$ cat config.mk
export PLATFORM = sky130hd
export DESIGN_NAME = pipe_hazard_ctrl
export DESIGN_NICKNAME = d
export VERILOG_FILES = /design/src/rtl/pipe_ctrl_pkg.sv /design/src/rtl/sat_counter.sv /design/src/rtl/pipe_hazard_ctrl.sv
export SDC_FILE = /design/constraint.sdc
export NUM_CORES = 1
export LEC_CHECK = 0
export BUFFER_PORTS_ARGS = -buffer_cell sky130_fd_sc_hd__buf_2
export CAP_MARGIN = 5
export CORE_ASPECT_RATIO = 1.75
export CORE_MARGIN = 4
export CORE_UTILIZATION = 55
export CTS_BUF_LIST = sky130_fd_sc_hd__clkbuf_4 sky130_fd_sc_hd__clkbuf_8 sky130_fd_sc_hd__clkbuf_16
export DETAILED_ROUTE_END_ITERATION = 8
export GPL_ROUTABILITY_DRIVEN = 0
export PLACE_DENSITY = 0.79
export SLEW_MARGIN = 20
export SYNTH_ARGS = -nofsm -noshare
export SYNTH_HDL_FRONTEND = slang
export SYNTH_SLANG_ARGS = --single-unit
$ cat constraint.sdc
create_clock -name CLOCK -period 2.6 [get_ports CLOCK]
set_input_delay 0.65 -clock CLOCK [delete_from_list [all_inputs] [get_ports CLOCK]]
set_output_delay 0.65 -clock CLOCK [all_outputs]
set_load 0.05 [all_outputs]
$ cat src/rtl/pipe_ctrl_pkg.sv
`default_nettype none
//==========================================================================
// pipe_ctrl_pkg: shared types, encodings and helpers for the hazard controller
// Rev 1.0
//==========================================================================
package pipe_ctrl_pkg;

    localparam logic [1:0] FWD_REG = 2'b00;
    localparam logic [1:0] FWD_MEM = 2'b01;
    localparam logic [1:0] FWD_WB  = 2'b10;

    localparam logic [0:0] ST_RUN      = 1'b0;
    localparam logic [0:0] ST_MEM_WAIT = 1'b1;

    localparam logic [4:0] REG_ZERO = 5'd0;

    typedef struct packed {
        logic       valid;
        logic       regwrite;
        logic       mem2reg;
        logic [4:0] dst;
        logic [4:0] rs;
        logic [4:0] rt;
    } sb_slot_t;

    localparam sb_slot_t SLOT_BUBBLE = '0;

    function automatic logic slot_match(input sb_slot_t s, input logic [4:0] r);
        return s.valid & s.regwrite & (s.dst != REG_ZERO) & (s.dst == r);
    endfunction

    // A load in MEM has no data yet, so it cannot be a forwarding source.
    function automatic logic [1:0] fwd_select(input sb_slot_t mem, input sb_slot_t wb,
                                              input logic [4:0] r);
        logic [1:0] sel;
        sel = FWD_REG;
        if (slot_match(mem, r) && !mem.mem2reg) begin
            sel = FWD_MEM;
        end else if (slot_match(wb, r)) begin
            sel = FWD_WB;
        end
        return sel;
    endfunction

endpackage
`default_nettype wire

$ cat src/rtl/sat_counter.sv
`default_nettype none
//==========================================================================
// sat_counter: up-counter with synchronous clear that sticks at MAX
// Rev 1.0
//==========================================================================
module sat_counter #(
    parameter int           W   = 8,
    parameter logic [W-1:0] MAX = {W{1'b1}}
) (
    input  logic         clk_i,
    input  logic         rst_i,
    input  logic         clr_i,
    input  logic         inc_i,
    output logic [W-1:0] count_o
);

    logic [W-1:0] count_q;

    always_ff @(posedge clk_i or posedge rst_i) begin
        if (rst_i) begin
            count_q <= '0;
        end else if (clr_i) begin
            count_q <= '0;
        end else if (inc_i && (count_q != MAX)) begin
            count_q <= count_q + W'(1);
        end
    end

    assign count_o = count_q;

endmodule
`default_nettype wire

$ cat src/rtl/pipe_hazard_ctrl.sv
`default_nettype none
//==========================================================================
// pipe_hazard_ctrl: scoreboard-based stall/flush/forward/freeze control
// Rev 1.0
//==========================================================================
module pipe_hazard_ctrl
    import pipe_ctrl_pkg::*;
#(
    parameter int WAIT_MAX = 255,
    parameter int CNT_W    = 16
) (
    input  logic             CLOCK,
    input  logic             RESET,
    input  logic             ID_Valid,
    input  logic [4:0]       ID_RSAddr,
    input  logic [4:0]       ID_RTAddr,
    input  logic             ID_UsesRT,
    input  logic             ID_RegWriteEN,
    input  logic             ID_Mem2RegSEL,
    input  logic [4:0]       ID_DstAddr,
    input  logic             EX_BranchTaken,
    input  logic             MEM_MemReq,
    input  logic             MemReady,
    output logic             PCWriteEN,
    output logic             IFIDWriteEN,
    output logic             PipeEN,
    output logic             IFIDFlush,
    output logic             IDEXFlush,
    output logic [1:0]       FwdA,
    output logic [1:0]       FwdB,
    output logic [CNT_W-1:0] StallCount,
    output logic             MemTimeout
);

    localparam int WAIT_W = (WAIT_MAX < 1) ? 1 : $clog2(WAIT_MAX + 1);

    sb_slot_t    ex_q, mem_q, wb_q, ex_d;
    logic [0:0]  state_q, state_d;
    logic        timeout_q;

    logic        w_freeze;
    logic        w_wait_clr;
    logic        w_wait_inc;
    logic        w_load_use;
    logic        w_stall_inc;
    logic        w_at_max;
    logic [WAIT_W-1:0] w_waitcnt;
    logic        w_unused;

    always_comb begin
        state_d    = state_q;
        w_freeze   = 1'b0;
        w_wait_clr = 1'b0;
        w_wait_inc = 1'b0;
        case (state_q)
            ST_RUN: begin
                if (MEM_MemReq && !MemReady) begin
                    w_freeze   = 1'b1;
                    w_wait_clr = 1'b1;
                    state_d    = ST_MEM_WAIT;
                end
            end
            ST_MEM_WAIT: begin
                if (MemReady) begin
                    state_d = ST_RUN;
                end else begin
                    w_freeze   = 1'b1;
                    w_wait_inc = 1'b1;
                end
            end
            default: state_d = ST_RUN;
        endcase
    end

    assign w_load_use = ID_Valid & ex_q.mem2reg &
                        (slot_match(ex_q, ID_RSAddr) | (ID_UsesRT & slot_match(ex_q, ID_RTAddr)));

    // Freeze masks everything; a taken branch wins over a load-use on the wrong path.
    assign PipeEN      = ~w_freeze;
    assign PCWriteEN   = ~w_freeze & (EX_BranchTaken | ~w_load_use);
    assign IFIDWriteEN = ~w_freeze & (EX_BranchTaken | ~w_load_use);
    assign IFIDFlush   = ~w_freeze & EX_BranchTaken;
    assign IDEXFlush   = ~w_freeze & (EX_BranchTaken | w_load_use);

    assign FwdA = fwd_select(mem_q, wb_q, ex_q.rs);
    assign FwdB = fwd_select(mem_q, wb_q, ex_q.rt);

    assign w_stall_inc = w_freeze | (w_load_use & ~EX_BranchTaken);

    always_comb begin
        ex_d = SLOT_BUBBLE;
        if (ID_Valid && !IDEXFlush) begin
            ex_d.valid    = 1'b1;
            ex_d.regwrite = ID_RegWriteEN;
            ex_d.mem2reg  = ID_Mem2RegSEL;
            ex_d.dst      = ID_DstAddr;
            ex_d.rs       = ID_RSAddr;
            ex_d.rt       = ID_RTAddr;
        end
    end

    always_ff @(posedge CLOCK or posedge RESET) begin
        if (RESET) begin
            ex_q      <= SLOT_BUBBLE;
            mem_q     <= SLOT_BUBBLE;
            wb_q      <= SLOT_BUBBLE;
            state_q   <= ST_RUN;
            timeout_q <= 1'b0;
        end else begin
            state_q   <= state_d;
            timeout_q <= timeout_q | w_at_max;
            if (!w_freeze) begin
                wb_q  <= mem_q;
                mem_q <= ex_q;
                ex_q  <= ex_d;
            end
        end
    end

    sat_counter #(
        .W   (WAIT_W),
        .MAX (WAIT_W'(WAIT_MAX))
    ) u_waitcnt (
        .clk_i   (CLOCK),
        .rst_i   (RESET),
        .clr_i   (w_wait_clr),
        .inc_i   (w_wait_inc),
        .count_o (w_waitcnt)
    );

    sat_counter #(
        .W (CNT_W)
    ) u_stallcnt (
        .clk_i   (CLOCK),
        .rst_i   (RESET),
        .clr_i   (1'b0),
        .inc_i   (w_stall_inc),
        .count_o (StallCount)
    );

    // The counter parks at WAIT_MAX, so the flag is visible the cycle it gets there.
    assign w_at_max   = (w_waitcnt == WAIT_W'(WAIT_MAX));
    assign MemTimeout = timeout_q | w_at_max;

    assign w_unused = ^{wb_q.mem2reg, wb_q.rs, wb_q.rt, mem_q.rs, mem_q.rt};

endmodule
`default_nettype wire

==> flow_summary_export.csv <==
group,metric,value,unit
drt,vias,2323,
power,switching_power,0.818,mW
place,dp_hpwl,4940,um
final_layout,area_growth,28.4,%
timing,slew_violations,0,
final_layout,nFillCells,402,
final_layout,drive_above_1_share,31.4,%
drt,wl,6890,um
global_routing,gr-total-overflow,0,
timing,worstMarginPinSlew,966,ps
clock_tree,htree_levels,3,
min_path,hp-class,"primary input to asynchronous set/reset pin",
run,cap_viol_max_count,0,
drt,ant_nets,0,
clock_tree,clk_pin_slew,60,ps
synthesis,synth_top_area_share,51.4,%
die,dieArea,0.00648,sq mm
die,num_rows,34,
synthesis,synth-seq-cells,59,
drt,wl_met3,283,um
power,power.leakage,1.89,nW
drt,dr.max_layer_used,"met4",
global_routing,grt_max_degree,37,
timing,period_share,103,%
drt,drtIter0Drc,91,
die,die_h,104,um
die,coreArea,0.00502,sq mm
timing,clock_skew,7.24,ps
setup_path,cp.arrival,2040,ps
global_routing,grt_pass1_vias,2459,
final_layout,fin_cells,414,
drt,wl_met2,3990,um
clock_tree,root_buffer,"clkbuf_8",
drt,wl_per_cell,16.6,um
run_status,violations,"setup timing",
setup_path,crit_path_max_fanout,2,
power,peakVddDrop,0.000849,V
power,pwr-share-seq,43.6,%
final_layout,multi_input_area,0.00142,sq mm
drt,drc,0,
synthesis,netlist_top_cells_area,"dfrtp_1 51%, xor2_1 8.2%, nand2_1 7.5%",
timing,rsz0062_at_grt,"yes",
synthesis,ys_types,38,
die,ios,50,
clock_tree,cts_tree,"done",
setup_path,worstSetupPathType,"flip-flop to output port",
timing,whs,349,ps
timing,period_needed,2690,ps
place,io_buffers,49,
timing,hold_viol,0,
synthesis,synth_fp_nets,305,
place,place_inst,395,
setup_path,startpoint_type,"flip-flop",
synthesis,yosys.area.top_type,"dfrtp_1",
final_layout,num_antenna_cells,0,
global_routing,grt_pass1_wl,11600,um
clock_tree,clock_latency,330,ps
synthesis,synthCells,279,
clock_tree,cts.sinks,59,
synthesis,synth_area_per_cell,10.3,sq um
drt,drt-pass1-iter-count,4,
clock_tree,cts_max_path_buffers,2,
synthesis,yosysSeqAreaShare,51.4,%
die,die_w,62.6,um
die,initial_core_util,57.2,%
power,switching_share,32.0,%
setup_path,end_kind,"output port",
clock_tree,cts_buffers,9,
power,combinationalPowerShare,23.6,%
power,power_frac_clock,32.8,%
setup_path,critical_path_required,1950,ps
synthesis,yosysWarnings,0,
power,power.density,694,mW/mm^2
synthesis,synth_area,0.00287,sq mm
timing,finalWorstSetupSlack,-87.1,ps
timing,fmax,372,MHz
drt,wl_met1,2400,um
timing,finalSetupViolations,2,
drt,viasPerCell,5.61,
run_status,status,"complete, but fails checks",
final_layout,regArea,0.00148,sq mm
global_routing,antenna_found_initial,0,
power,p_int,1.74,mW
final_layout,nets,382,
global_routing,grtUsageTotal,22.9,%
timing,slew_headroom,35.5,%
==> final timing paths <==
kind	from	to	slack, ps	depth (start not counted)
worst max-delay path	mem_q[14]	FwdB[1]	-90	6
worst min-delay path	RESET	u_stallcnt.count_o[12]	350	2
worst max register to register	ex_q[12]	u_stallcnt.count_o[1]	550	7
worst min register to register	timeout_q	timeout_q	460	1
max in group asynchronous	RESET	ex_q[1]	1680	3
min in group CLOCK	timeout_q	timeout_q	460	1
==> power groups by stage <==
stage	Combinational (mW)	Clock [mW]	Sequential, mW
floorplan	0.263	0	1.27
global placement	0.567	0	1.13
detailed placement	0.582	0	1.13
CTS	0.596	0.857	1.12
global route	0.657	0.905	1.13
finish	0.603	0.839	1.12
==> state kept, by name (all words and copies together) (netlist names) <==
signal,count
ex_q,18
timeout_q,1
u_stallcnt.count_o,16
u_waitcnt.count_o,8
wb_q,7
mem_q,8
state_q,1
==> per-layer routing <==
layer / vias up / global-route usage, %
li1: 1110 / -
met2: 66 / 42.6
met4: 0 / 13.1
met5: - / 0
met3: 17 / 3.58
met1: 1130 / 23.7
==> Yosys cell counts, drive strengths merged <==
cell	number
dfrtp	59
nand2	57
xor2	27
xnor2	22
a22o	17
nor2	16
nand3	9
nand4	9
and3	8
clkbuf	5
inv	5
nor4	5
o21ai	5
nor3	4
or4	4
a21oi	3
and2	3
buf	3
ha	2
mux2	2
nor2b	2
o211ai	2
a21o	1
a31o	1
a32oi	1
a41oi	1
clkinv	1
mux2i	1
nand2b	1
nor3b	1
o31a	1
or3	1
==> stage by stage <==
| stage | worst slack, ps | util (%) | power, mW | instance area, sq um | TNS [ps] |
|---|---|---|---|---|---|
| 6_report | -87.1 | 73.4 | 2.56 | 3690 | -173 |
| 5_1_grt | -152 | 73.4 | 2.70 | 3690 | -451 |
| 4_1_cts | -64.9 | 72.2 | 2.57 | 3630 | -122 |
| 3_5_place_dp | -5.38 | 67.2 | 1.71 | 3370 | -5.38 |
| 3_3_place_gp | -2.81 | 67.2 | 1.69 | 3370 | -2.81 |
| 2_1_floorplan | -169 | - | 1.53 | 2920 | -169 |
==> cells in the final DEF (no fill, tap or decap), types with 2 or more instances in the layout <==
master and count:
nand2_1 57, dfrtp_1 57, buf_2 44, xor2_1 27, buf_4 22, xnor2_1 21
a22o_1 17, nor2_1 14, clkbuf_8 11, nand4_1 9, and3_1 8, nand3_1 8
buf_6 6, nor4_4 4, nor3_1 3, a21oi_1 3, and2_1 3, inv_1 3
nor2_2 2, o211ai_1 2, o21ai_0 2, o21ai_2 2, mux2_2 2, inv_2 2
or4_4 2, or4_1 2, ha_1 2, clkbuf_4 2, dfrtp_2 2, buf_12 2
==> cell families after synthesis <==
group                    synth area share (%)
AND/OR/NAND/NOR                          20.1
AO/OA/AOI/OAI                            8.98
flip-flops                               51.4
adder cells (fa/ha/maj)                 0.872
XOR/XNOR                                 15.0
multiplexers                             1.13
buffers and inverters                    2.48
==> cell type report <==
type,count,area share [%]
Multi-Input combinational cell,206,38.6
Sequential cell,59,40.1
Clock buffer,13,4.51
Inverter,6,0.611
Tap cell,54,1.83
Clock inverter,2,0.950
Timing Repair Buffer,74,13.4
==> worst max-delay path, cell delays in order (launching register included) <==
cell and delay (ps):
dfrtp_1 380, or4_4 560, o21ai_4 210, buf_4 160
nor4_4 50, nor4_4 150, buf_6 190
==> timing repair <==
item	in CTS	in global routing
hold buffers	0	0
pin swaps	3	4
resized for setup	11	12
setup endpoints to repair	4	6
buffers inserted	1	3
(Power assumes the default switching activity.)
